--- src/rtl/id_stage_pkg.sv ---
// RV32I shared definitions for the decode stage: widths, opcode and immediate-format enums, NOP.
package riscv_defs;

  localparam int NB_WORD = 32;
  localparam int NB_ADDR = 32;
  localparam int NB_REG  = 5;
  localparam int N_REGS  = 32;

  localparam logic [31:0] NOP_INSTR = 32'h0000_0013;

  typedef enum logic [6:0] {
    LUI      = 7'b0110111,
    AUIPC    = 7'b0010111,
    JAL      = 7'b1101111,
    JALR     = 7'b1100111,
    BRANCH   = 7'b1100011,
    LOAD     = 7'b0000011,
    STORE    = 7'b0100011,
    OP_IMM   = 7'b0010011,
    OP       = 7'b0110011,
    MISC_MEM = 7'b0001111,
    SYSTEM   = 7'b1110011
  } opcode_e;

  typedef enum logic [2:0] {
    IMM_I,
    IMM_S,
    IMM_B,
    IMM_U,
    IMM_J,
    IMM_R
  } imm_type_e;

endpackage

--- src/rtl/id_stage_if.sv ---
// Decode-stage bundle: fetch inputs, writeback port and the ID/EX register outputs.
interface id_stage_if;
  import riscv_defs::*;

  logic [NB_WORD-1:0] instruction;
  logic [NB_ADDR-1:0] pc;
  logic               stall;
  logic               flush;
  logic               wb_we;
  logic [NB_REG-1:0]  wb_rd;
  logic [NB_WORD-1:0] wb_data;

  logic               valid;
  logic [NB_ADDR-1:0] ex_pc;
  logic [6:0]         opcode;
  logic [2:0]         funct3;
  logic               funct7_b5;
  logic [NB_REG-1:0]  rs1;
  logic [NB_REG-1:0]  rs2;
  logic [NB_REG-1:0]  rd;
  logic [NB_WORD-1:0] rs1_data;
  logic [NB_WORD-1:0] rs2_data;
  logic [NB_WORD-1:0] imm;
  logic               illegal;

  // master: fetch / writeback / execute side; slave: the decode stage
  modport master (
    output instruction, pc, stall, flush, wb_we, wb_rd, wb_data,
    input  valid, ex_pc, opcode, funct3, funct7_b5, rs1, rs2, rd,
           rs1_data, rs2_data, imm, illegal
  );

  modport slave (
    input  instruction, pc, stall, flush, wb_we, wb_rd, wb_data,
    output valid, ex_pc, opcode, funct3, funct7_b5, rs1, rs2, rd,
           rs1_data, rs2_data, imm, illegal
  );

endinterface

--- src/rtl/id_stage_regfile.sv ---
// 2R1W architectural register file, x0 reads zero. Define ID_STAGE_RF_BYPASS_EN for write-through reads.
module id_stage_regfile
  import riscv_defs::*;
#(
  parameter int N_REGS_P  = N_REGS,
  parameter int NB_WORD_P = NB_WORD,
  parameter int NB_REG_P  = NB_REG
) (
  input  logic                 i_clock,
  input  logic                 we,
  input  logic [NB_REG_P-1:0]  wr_addr,
  input  logic [NB_WORD_P-1:0] wr_data,
  input  logic [NB_REG_P-1:0]  rs1_addr,
  input  logic [NB_REG_P-1:0]  rs2_addr,
  output logic [NB_WORD_P-1:0] rs1_data,
  output logic [NB_WORD_P-1:0] rs2_data
);

  logic [NB_WORD_P-1:0] mem [N_REGS_P];

  // Contents are intentionally not reset; x0 is never written.
  always_ff @(posedge i_clock) begin
    if (we && (wr_addr != '0)) begin
      mem[wr_addr] <= wr_data;
    end
  end

  always_comb begin
    rs1_data = (rs1_addr == '0) ? '0 : mem[rs1_addr];
    rs2_data = (rs2_addr == '0) ? '0 : mem[rs2_addr];
`ifdef ID_STAGE_RF_BYPASS_EN
    if (we && (wr_addr != '0) && (rs1_addr == wr_addr)) rs1_data = wr_data;
    if (we && (wr_addr != '0) && (rs2_addr == wr_addr)) rs2_data = wr_data;
`endif
  end

endmodule

--- src/rtl/id_stage.sv ---
// RV32I decode stage: IF/ID capture, field/immediate decode, RF read, ID/EX register.
// Optional macro ID_STAGE_RF_BYPASS_EN enables same-cycle writeback bypass in the register file.
module id_stage
  import riscv_defs::*;
(
  input  logic       i_clock,
  input  logic       i_reset,
  id_stage_if.slave  bus
);

  logic               vld_p0;
  logic [NB_ADDR-1:0] pc_p0;
  logic [NB_WORD-1:0] instr_p0;

  opcode_e            opc;
  imm_type_e          imm_type;
  logic               legal;
  logic [NB_WORD-1:0] imm_dec;
  logic [NB_REG-1:0]  rd_dec;
  logic [NB_WORD-1:0] rf_rs1_data;
  logic [NB_WORD-1:0] rf_rs2_data;
  logic               issue;

  logic               vld_p1;
  logic [NB_ADDR-1:0] pc_p1;
  logic [6:0]         opcode_p1;
  logic [2:0]         funct3_p1;
  logic               funct7_b5_p1;
  logic [NB_REG-1:0]  rs1_p1;
  logic [NB_REG-1:0]  rs2_p1;
  logic [NB_REG-1:0]  rd_p1;
  logic [NB_WORD-1:0] rs1_data_p1;
  logic [NB_WORD-1:0] rs2_data_p1;
  logic [NB_WORD-1:0] imm_p1;
  logic               illegal_p1;

  // ---- p0: IF/ID register. Stall outranks flush, mirroring fetch.
  always_ff @(posedge i_clock) begin
    if (i_reset) begin
      vld_p0   <= 1'b0;
      pc_p0    <= '0;
      instr_p0 <= NOP_INSTR;
    end else if (!bus.stall) begin
      vld_p0 <= !bus.flush;
      if (!bus.flush) begin
        pc_p0    <= bus.pc;
        instr_p0 <= bus.instruction;
      end
    end
  end

  assign opc = opcode_e'(instr_p0[6:0]);

  always_comb begin
    imm_type = IMM_R;
    legal    = 1'b1;
    case (opc)
      LUI, AUIPC:                         imm_type = IMM_U;
      JAL:                                imm_type = IMM_J;
      JALR, LOAD, OP_IMM, MISC_MEM, SYSTEM: imm_type = IMM_I;
      BRANCH:                             imm_type = IMM_B;
      STORE:                              imm_type = IMM_S;
      OP:                                 imm_type = IMM_R;
      default:                            legal    = 1'b0;
    endcase
  end

  always_comb begin
    imm_dec = '0;
    if (legal) begin
      case (imm_type)
        IMM_I: imm_dec = {{20{instr_p0[31]}}, instr_p0[31:20]};
        IMM_S: imm_dec = {{20{instr_p0[31]}}, instr_p0[31:25], instr_p0[11:7]};
        IMM_B: imm_dec = {{19{instr_p0[31]}}, instr_p0[31], instr_p0[7],
                          instr_p0[30:25], instr_p0[11:8], 1'b0};
        IMM_U: imm_dec = {instr_p0[31:12], 12'b0};
        IMM_J: imm_dec = {{11{instr_p0[31]}}, instr_p0[31], instr_p0[19:12],
                          instr_p0[20], instr_p0[30:21], 1'b0};
        default: imm_dec = '0;
      endcase
    end
  end

  // Stores, branches and illegal encodings must never look like a register write downstream.
  always_comb begin
    rd_dec = instr_p0[11:7];
    if (!legal || (imm_type == IMM_S) || (imm_type == IMM_B)) rd_dec = '0;
  end

  id_stage_regfile u_regfile (
    .i_clock  (i_clock),
    .we       (bus.wb_we),
    .wr_addr  (bus.wb_rd),
    .wr_data  (bus.wb_data),
    .rs1_addr (instr_p0[19:15]),
    .rs2_addr (instr_p0[24:20]),
    .rs1_data (rf_rs1_data),
    .rs2_data (rf_rs2_data)
  );

  assign issue = vld_p0 && !bus.stall && !bus.flush;

  // ---- p1: ID/EX register. Any non-issuing cycle loads an all-zero bubble.
  always_ff @(posedge i_clock) begin
    if (i_reset || !issue) begin
      vld_p1       <= 1'b0;
      pc_p1        <= '0;
      opcode_p1    <= '0;
      funct3_p1    <= '0;
      funct7_b5_p1 <= 1'b0;
      rs1_p1       <= '0;
      rs2_p1       <= '0;
      rd_p1        <= '0;
      rs1_data_p1  <= '0;
      rs2_data_p1  <= '0;
      imm_p1       <= '0;
      illegal_p1   <= 1'b0;
    end else begin
      vld_p1       <= 1'b1;
      pc_p1        <= pc_p0;
      opcode_p1    <= instr_p0[6:0];
      funct3_p1    <= instr_p0[14:12];
      funct7_b5_p1 <= instr_p0[30];
      rs1_p1       <= instr_p0[19:15];
      rs2_p1       <= instr_p0[24:20];
      rd_p1        <= rd_dec;
      rs1_data_p1  <= rf_rs1_data;
      rs2_data_p1  <= rf_rs2_data;
      imm_p1       <= imm_dec;
      illegal_p1   <= !legal;
    end
  end

  assign bus.valid     = vld_p1;
  assign bus.ex_pc     = pc_p1;
  assign bus.opcode    = opcode_p1;
  assign bus.funct3    = funct3_p1;
  assign bus.funct7_b5 = funct7_b5_p1;
  assign bus.rs1       = rs1_p1;
  assign bus.rs2       = rs2_p1;
  assign bus.rd        = rd_p1;
  assign bus.rs1_data  = rs1_data_p1;
  assign bus.rs2_data  = rs2_data_p1;
  assign bus.imm       = imm_p1;
  assign bus.illegal   = illegal_p1;

endmodule
--- src/flat_wrapper.sv ---
// flat-port wrapper written by rule: the top's interface ports become plain ports
module id_stage_flat import riscv_defs::*;
  (i_clock, i_reset, bus_instruction, bus_pc, bus_stall, bus_flush, bus_wb_we, bus_wb_rd, bus_wb_data, bus_valid, bus_ex_pc, bus_opcode, bus_funct3, bus_funct7_b5, bus_rs1, bus_rs2, bus_rd, bus_rs1_data, bus_rs2_data, bus_imm, bus_illegal);
  id_stage_if bus_i ();
  input  logic i_clock;
  input  logic i_reset;
  input wire logic [$bits(bus_i.instruction)-1:0] bus_instruction;
  input wire logic [$bits(bus_i.pc)-1:0] bus_pc;
  input wire logic [$bits(bus_i.stall)-1:0] bus_stall;
  input wire logic [$bits(bus_i.flush)-1:0] bus_flush;
  input wire logic [$bits(bus_i.wb_we)-1:0] bus_wb_we;
  input wire logic [$bits(bus_i.wb_rd)-1:0] bus_wb_rd;
  input wire logic [$bits(bus_i.wb_data)-1:0] bus_wb_data;
  output wire logic [$bits(bus_i.valid)-1:0] bus_valid;
  output wire logic [$bits(bus_i.ex_pc)-1:0] bus_ex_pc;
  output wire logic [$bits(bus_i.opcode)-1:0] bus_opcode;
  output wire logic [$bits(bus_i.funct3)-1:0] bus_funct3;
  output wire logic [$bits(bus_i.funct7_b5)-1:0] bus_funct7_b5;
  output wire logic [$bits(bus_i.rs1)-1:0] bus_rs1;
  output wire logic [$bits(bus_i.rs2)-1:0] bus_rs2;
  output wire logic [$bits(bus_i.rd)-1:0] bus_rd;
  output wire logic [$bits(bus_i.rs1_data)-1:0] bus_rs1_data;
  output wire logic [$bits(bus_i.rs2_data)-1:0] bus_rs2_data;
  output wire logic [$bits(bus_i.imm)-1:0] bus_imm;
  output wire logic [$bits(bus_i.illegal)-1:0] bus_illegal;
  assign bus_i.instruction = bus_instruction;
  assign bus_i.pc = bus_pc;
  assign bus_i.stall = bus_stall;
  assign bus_i.flush = bus_flush;
  assign bus_i.wb_we = bus_wb_we;
  assign bus_i.wb_rd = bus_wb_rd;
  assign bus_i.wb_data = bus_wb_data;
  assign bus_valid = bus_i.valid;
  assign bus_ex_pc = bus_i.ex_pc;
  assign bus_opcode = bus_i.opcode;
  assign bus_funct3 = bus_i.funct3;
  assign bus_funct7_b5 = bus_i.funct7_b5;
  assign bus_rs1 = bus_i.rs1;
  assign bus_rs2 = bus_i.rs2;
  assign bus_rd = bus_i.rd;
  assign bus_rs1_data = bus_i.rs1_data;
  assign bus_rs2_data = bus_i.rs2_data;
  assign bus_imm = bus_i.imm;
  assign bus_illegal = bus_i.illegal;
  id_stage u_core (.i_clock(i_clock), .i_reset(i_reset), .bus(bus_i));
endmodule
--- config.mk ---
export PLATFORM = sky130hd
export DESIGN_NAME = id_stage_flat
export DESIGN_NICKNAME = d
export VERILOG_FILES = /design/src/rtl/id_stage_pkg.sv /design/src/rtl/id_stage_if.sv /design/src/rtl/id_stage_regfile.sv /design/src/rtl/id_stage.sv /design/src/flat_wrapper.sv
export SDC_FILE = /design/constraint.sdc
export NUM_CORES = 1
export LEC_CHECK = 0
export BUFFER_PORTS_ARGS = -buffer_cell sky130_fd_sc_hd__clkbuf_2
export CORE_UTILIZATION = 25
export CTS_CLUSTER_SIZE = 12
export DETAILED_ROUTE_END_ITERATION = 8
export GPL_TIMING_DRIVEN = 0
export SKIP_LAST_GASP = 1
export SYNTH_ARGS = -nofsm -noshare
export SYNTH_HDL_FRONTEND = slang
export SYNTH_SLANG_ARGS = --single-unit
--- constraint.sdc ---
create_clock -name i_clock -period 4.93 [get_ports i_clock]
set_input_delay 0.493 -clock i_clock [delete_from_list [all_inputs] [get_ports i_clock]]
set_output_delay 0.493 -clock i_clock [all_outputs]
set_load 0.02 [all_outputs]
## Yosys cells after proc, flatten, opt, wreduce, memory -nomap -nowiden

Memories as Yosys holds them, arrays and structs flattened. A register that Yosys moved wholly into a read port is not among the register bits.
Cells that the tools add are included.

| word-level totals | value |
|---|---|
| register bits | 157 |
| RAM bits | 1024 |
| input port bits | 106 |
| output and inout bits | 156 |
| logic and storage cells | 60 |
| memories kept | 1 |

Memories:

| memory | words | width | rd ports | clocked after Yosys merged registers in | write ports | line | source |
|---|---|---|---|---|---|---|---|
| u_core.u_regfile.mem | 32 | 32 | 2 | 2 | 1 | id_stage_regfile.sv:19 | `logic [NB_WORD_P-1:0] mem [N_REGS_P];` |

| operators by class | value |
|---|---|
| eq/ne operators | 15 |
| muxes and demuxes | 6 |
| bitwise gates (word level) | 3 |
| reductions and logical operators | 22 |

Operators with widths:

| operator | number |
|---|---|
| 32-bit one-hot mux with 5 select lines | 1 |
| 7-bit == test (second input constant) | 4 |
| 7-bit by 6-bit == test with 1-bit output (second input constant) | 3 |
| 3-bit one-hot mux with 5 select lines | 1 |
| 7-bit by 5-bit == test with 1-bit output (second input constant) | 2 |
| 11-bit OR reduction | 1 |
| 5-bit zero test | 2 |
| 2-bit OR reduction | 5 |
| 7-bit by 2-bit == test with 1-bit output (second input constant) | 1 |
| 7-bit by 4-bit == test with 1-bit output (second input constant) | 1 |
| 3-bit by 2-bit == test with 1-bit output (second input constant) | 2 |
| 5-bit nonzero test | 1 |
| 5-bit OR reduction | 1 |
| 1-bit zero test | 4 |
| 1-bit two-way mux | 4 |
| 3-bit by 1-bit == test with 1-bit output (second input constant) | 1 |
| 3-bit == test (second input constant) | 1 |
| 1-bit logical AND | 3 |
| 3-bit zero test | 1 |
| 1-bit logical OR | 3 |
| 1-bit NOT | 3 |
| 2-bit AND reduction | 1 |

## Depth between registers and ports, before layout

| depth | value |
|---|---|
| depth after elaboration | 7 |
| mapped depth | 10 |
| depth with buffers taken out | 7 |

## Modules after synthesis

A second synthesis with hierarchy kept.

| unflattened totals | value |
|---|---|
| cell total of the unflattened synthesis | 3265 |
| area, all modules | 54818.8 sq um |

By module, submodules not included:

| module | times used | cells an instance | area each (sq um) | sequential area each (sq um) |
|---|---|---|---|---|
| id_stage_regfile | 1 | 2564 | 47929.7 | 30749.5 |
| id_stage | 1 | 701 | 6889.1 | 4424.2 |

## Worst setup path after synthesis

No wires, ideal clock.

| timing path | value |
|---|---|
| path kind | input port to flip-flop |
| start | in bus_wb_rd[2] |
| end | mem u_core.u_regfile.mem[18][0] (netlist bit) (enable) |
| library setup time | 0.461 ns |
| arrival | 3.133 ns |
| data required time | 4.469 ns |
| setup slack | 1.336 ns |
| stages on the path | 3 |
| path buffers | 1 |
| cells stage by stage | clkbuf_1 nand2b_1 nor3_1 |

| between the ends | value |
|---|---|
| cells in the longest elaborated chain, start to end | 4 |

Ends and longest elaborated chain:

| what | line | source |
|---|---|---|
| from (decl) | flat_wrapper.sv:12 | `input wire logic [$bits(bus_i.wb_rd)-1:0] bus_wb_rd;` |
| 5-bit nonzero test | id_stage_regfile.sv:23 | `if (we && (wr_addr != '0)) begin` |
| 1-bit logical AND | id_stage_regfile.sv:23 |  |
| 1-bit two-way mux | id_stage_regfile.sv:23 |  |
| 1-bit two-way mux (implied by the code) | id_stage_regfile.sv:24 | `mem[wr_addr] <= wr_data;` |
| to (decl) | id_stage_regfile.sv:19 |  |

Several ways; a longest one is shown, not always the timed one.

## Worst setup path in the final report

| timing path | value |
|---|---|
| start | in bus_stall |
| end | reg u_core.rs2_data_p1[19], in the netlist u_core.bus.rs2_data[19], read port of u_core.u_regfile.mem |

| between the ends | value |
|---|---|
| cells in the longest elaborated chain, start to end | 6 |

Ends and longest elaborated chain:

| what | line | source |
|---|---|---|
| from (decl) | flat_wrapper.sv:9 | `input wire logic [$bits(bus_i.stall)-1:0] bus_stall;` |
| 1-bit zero test | id_stage.sv:101 | `assign issue = vld_p0 && !bus.stall && !bus.flush;` |
| 1-bit logical AND (2 in series) | id_stage.sv:101 |  |
| 1-bit zero test | id_stage.sv:105 | `if (i_reset \|\| !issue) begin` |
| 1-bit logical OR | id_stage.sv:105 |  |
| 2-bit OR reduction (no source line) | - |  |
| to (decl) | id_stage.sv:33 | `logic [NB_WORD-1:0] rs2_data_p1;` |

Every way passes these cells.
A chain may end at the register's enable or synchronous reset.

==> reports/qor.yml <==
status: "finished with violations"
violations: "capacitance limit, slew limit"
area_growth_pct: 21.1
yosys_warnings: 0
finalWorstSetupSlack_ps: 146
fin_nets: 3780
netlist_area_sq_um: 53800
post-route-util: 0.306
grt_pass1_wl_microns: 283000
synth_top_area_share: 0.568
ys_seq_area_frac: 0.650
vias_per_cell: 5.41
path_buf_inv: 4
synth_area_leaders: "edfxtp_1 (57%), mux4_2 (16%), dfxtp_1 (8.2%), mux2i_1 (4.5%), mux2_2 (1.6%)"
final_cell_mix: "edfxtp_1 (1016), mux4_2 (375), clkbuf_2 (262)"
wl_per_cell_microns: 31.9
max_freq_mhz: 209
path_cells: "dlygate4sd3_1, clkbuf_2, nor2_1, nand3b_1, inv_1, clkbuf_1, o31ai_1, a211oi_1"
p_leak_uw: 0.0204
synth_ff_type: "edfxtp_1"
cts_hold_buf: 63
track_usage: 0.189
core_sq_um: 213000
start_util: 0.252
numCtsBuffers: 142
critPathLaunch: "bus_stall"
ys_ff_latch: 1237
r2r_start: "u_core.instr_p0[22]"
pwr_density_cell_nw_per_um2: 366
fin_area_sq_um: 65100
antenna_found_initial: 24
ys_types: 61
route.detailed.drc: 0
hold_viol_final: 0
grt.overflow.total: 0
cp_max_fo: 10
start_kind: "input port"
p_comb_frac: 0.078
fin_crit_sh: 0.970
rsz0062_at_grt: "no"
pin_count: 262
n_fill_cell: 20700
cp_top_family: "buffers and inverters"
vdd_ir_drop_max_mv: 0.345
pwr-share-clk: 0.438
routed_wl_microns: 211000
clk_latency_ps: 810
portBuffers: 259
power_frac_seq: 0.484
pre_cts_slack_ps: 129
synth_edf_count: 1016
dieArea_sq_um: 217000
setup_viol: 0
critPathRequiredTime_ps: 5510
htree_levels: 4
postRouteAntennaNets: 0
die_w_microns: 466
skew_ps: 34.4
grt_max_degree: 33
min-delay-path-class: "input port to register"
drive_above_1_share: 0.300
dr.pass1.iters: 6
clk_path_buf_depth: 3
place_congestion: 0.935
cts.sinks: 1237
grt_pass1_vias: 35000
intPower_uw: 18000
die_y_microns: 466
synthCells: 3119
hp-start: "bus_instruction[16]"
cts_setup_buffers: 0
drv_slew: 25
initialDrtViolationCount: 5882
maxCapViolCount: 6
syn_area_per_cell_sq_um: 17.2
final_common_cell: "edfxtp_1"
critPathArrivalTime_ps: 5360
synth_top_cell_by_area: "edfxtp_1"
critPathKind: "input port to register"
critPathMaxStageDelay_ps: 1070
cts_tree: "yes"
slowest_stage: "a211oi_1"
min_period_ps: 4780
path_clk_slew_ps: 60
switching_share: 0.242
root_buffer: "clkbuf_16"
cp-end-kind: "register"
tightest_slew_ps: 1600
slew_headroom: -0.0726
p_sw_uw: 5770
place_area_sq_um: 59900
vias: 35800
rows: 169
cts-resized-gates: 0
synthArstFlopShare: 0
place_hpwl_microns: 148000
## metal layers
metal	up-vias	share of wire	track usage
met3	595	0.12	0.0609
met1	18500	0.37	0.237
met2	2682	0.43	0.280
met5	-	0.00065	0
met4	22	0.076	0.122
li1	14000	-	-
## synth_stat cells, types with 48 or more instances
cell type,number
mux2i_1,243
nor2_1,61
and2_1,70
clkbuf_1,105
mux2_2,75
edfxtp_1,1016
nand2_1,169
dfxtp_1,221
mux4_2,375
a22oi_1,48
buf_2,58
a21oi_1,161
## metrics by stage
stage / hold slack (ps) / total power (uW) / std cells / setup TNS [ps]
global placement: 434 / 13400 / 6222 / -396240
floorplan: 430 / 12600 / 3142 / 0
global route: 54.8 / 24300 / 6607 / 0
finish: 47.0 / 23800 / 6611 / 0
CTS: 30.2 / 23900 / 6605 / 0
detailed placement: 440 / 13500 / 6287 / 0
## sequential cells by signal, indices dropped and copies added, names as in the netlist, 3 cells and up
name,flops
u_core.bus.rs1_data,32
u_core.bus.rs2_data,32
u_core.u_regfile.mem,1016
u_core.bus.ex_pc,32
u_core.bus.opcode,7
u_core.bus.rs1,5
u_core.bus.rd,5
u_core.instr_p0,32
u_core.bus.rs2,5
u_core.bus.funct3,3
u_core.bus.imm,32
u_core.pc_p0,32
## power groups by stage
| stage | registers (uW) | clock network [uW] | logic (uW) |
|---|---|---|---|
| 2_1_floorplan | 11700 | 0 | 919 |
| 3_3_place_gp | 11700 | 0 | 1680 |
| 3_5_place_dp | 11700 | 0 | 1750 |
| 4_1_cts | 11500 | 10500 | 1790 |
| 5_1_grt | 11500 | 10900 | 1870 |
| 6_report | 11500 | 10400 | 1850 |
## cell families (layout without fill, tap and decap cells)
logic type | count (synthesis) | count (layout) | share of synthesized area
other | 1 | 29 | 0.0000698
adders and majority gates | 1 | 1 | 0.000186
muxes | 693 | 693 | 0.218
DFF | 1237 | 1237 | 0.650
AOI/OAI and AO/OA | 521 | 521 | 0.0681
and+or+nand+nor | 412 | 412 | 0.0371
buffers and inverters | 254 | 897 | 0.0266
## worst reg2reg max path, stage by stage, from the launching register on
cell and delay [ps]:
dfxtp_1 310, buf_2 330, nor2b_1 400, clkbuf_1 630, clkbuf_1 890, a221oi_1 580
a2111oi_1 1350
## final timing paths
check / depth (start not counted) / slack [ps] / endpoint
worst max register to register: 6 / 210 / u_core.bus.rs2_data[12]
worst max-delay path: 8 / 150 / u_core.bus.rs2_data[19]
worst min-delay path: 3 / 50 / u_core.instr_p0[16]
worst min register to register: 2 / 450 / u_core.pc_p0[28]
## area by class of cell
type                       instances  area [sq um]  share of cell area
timing repair buffer             388          2960              0.0455
clock buffer                     192          3900              0.0599
inverter                           5          18.8            0.000288
tap                             2821          3530              0.0542
antenna                            5          12.5            0.000192
clock inverter                    63           602             0.00925
multi-input combinational       1651         17700               0.272
sequential                      1237         34900               0.537
buffer                           249          1410              0.0217
Power figures use the tool's default switching activity.
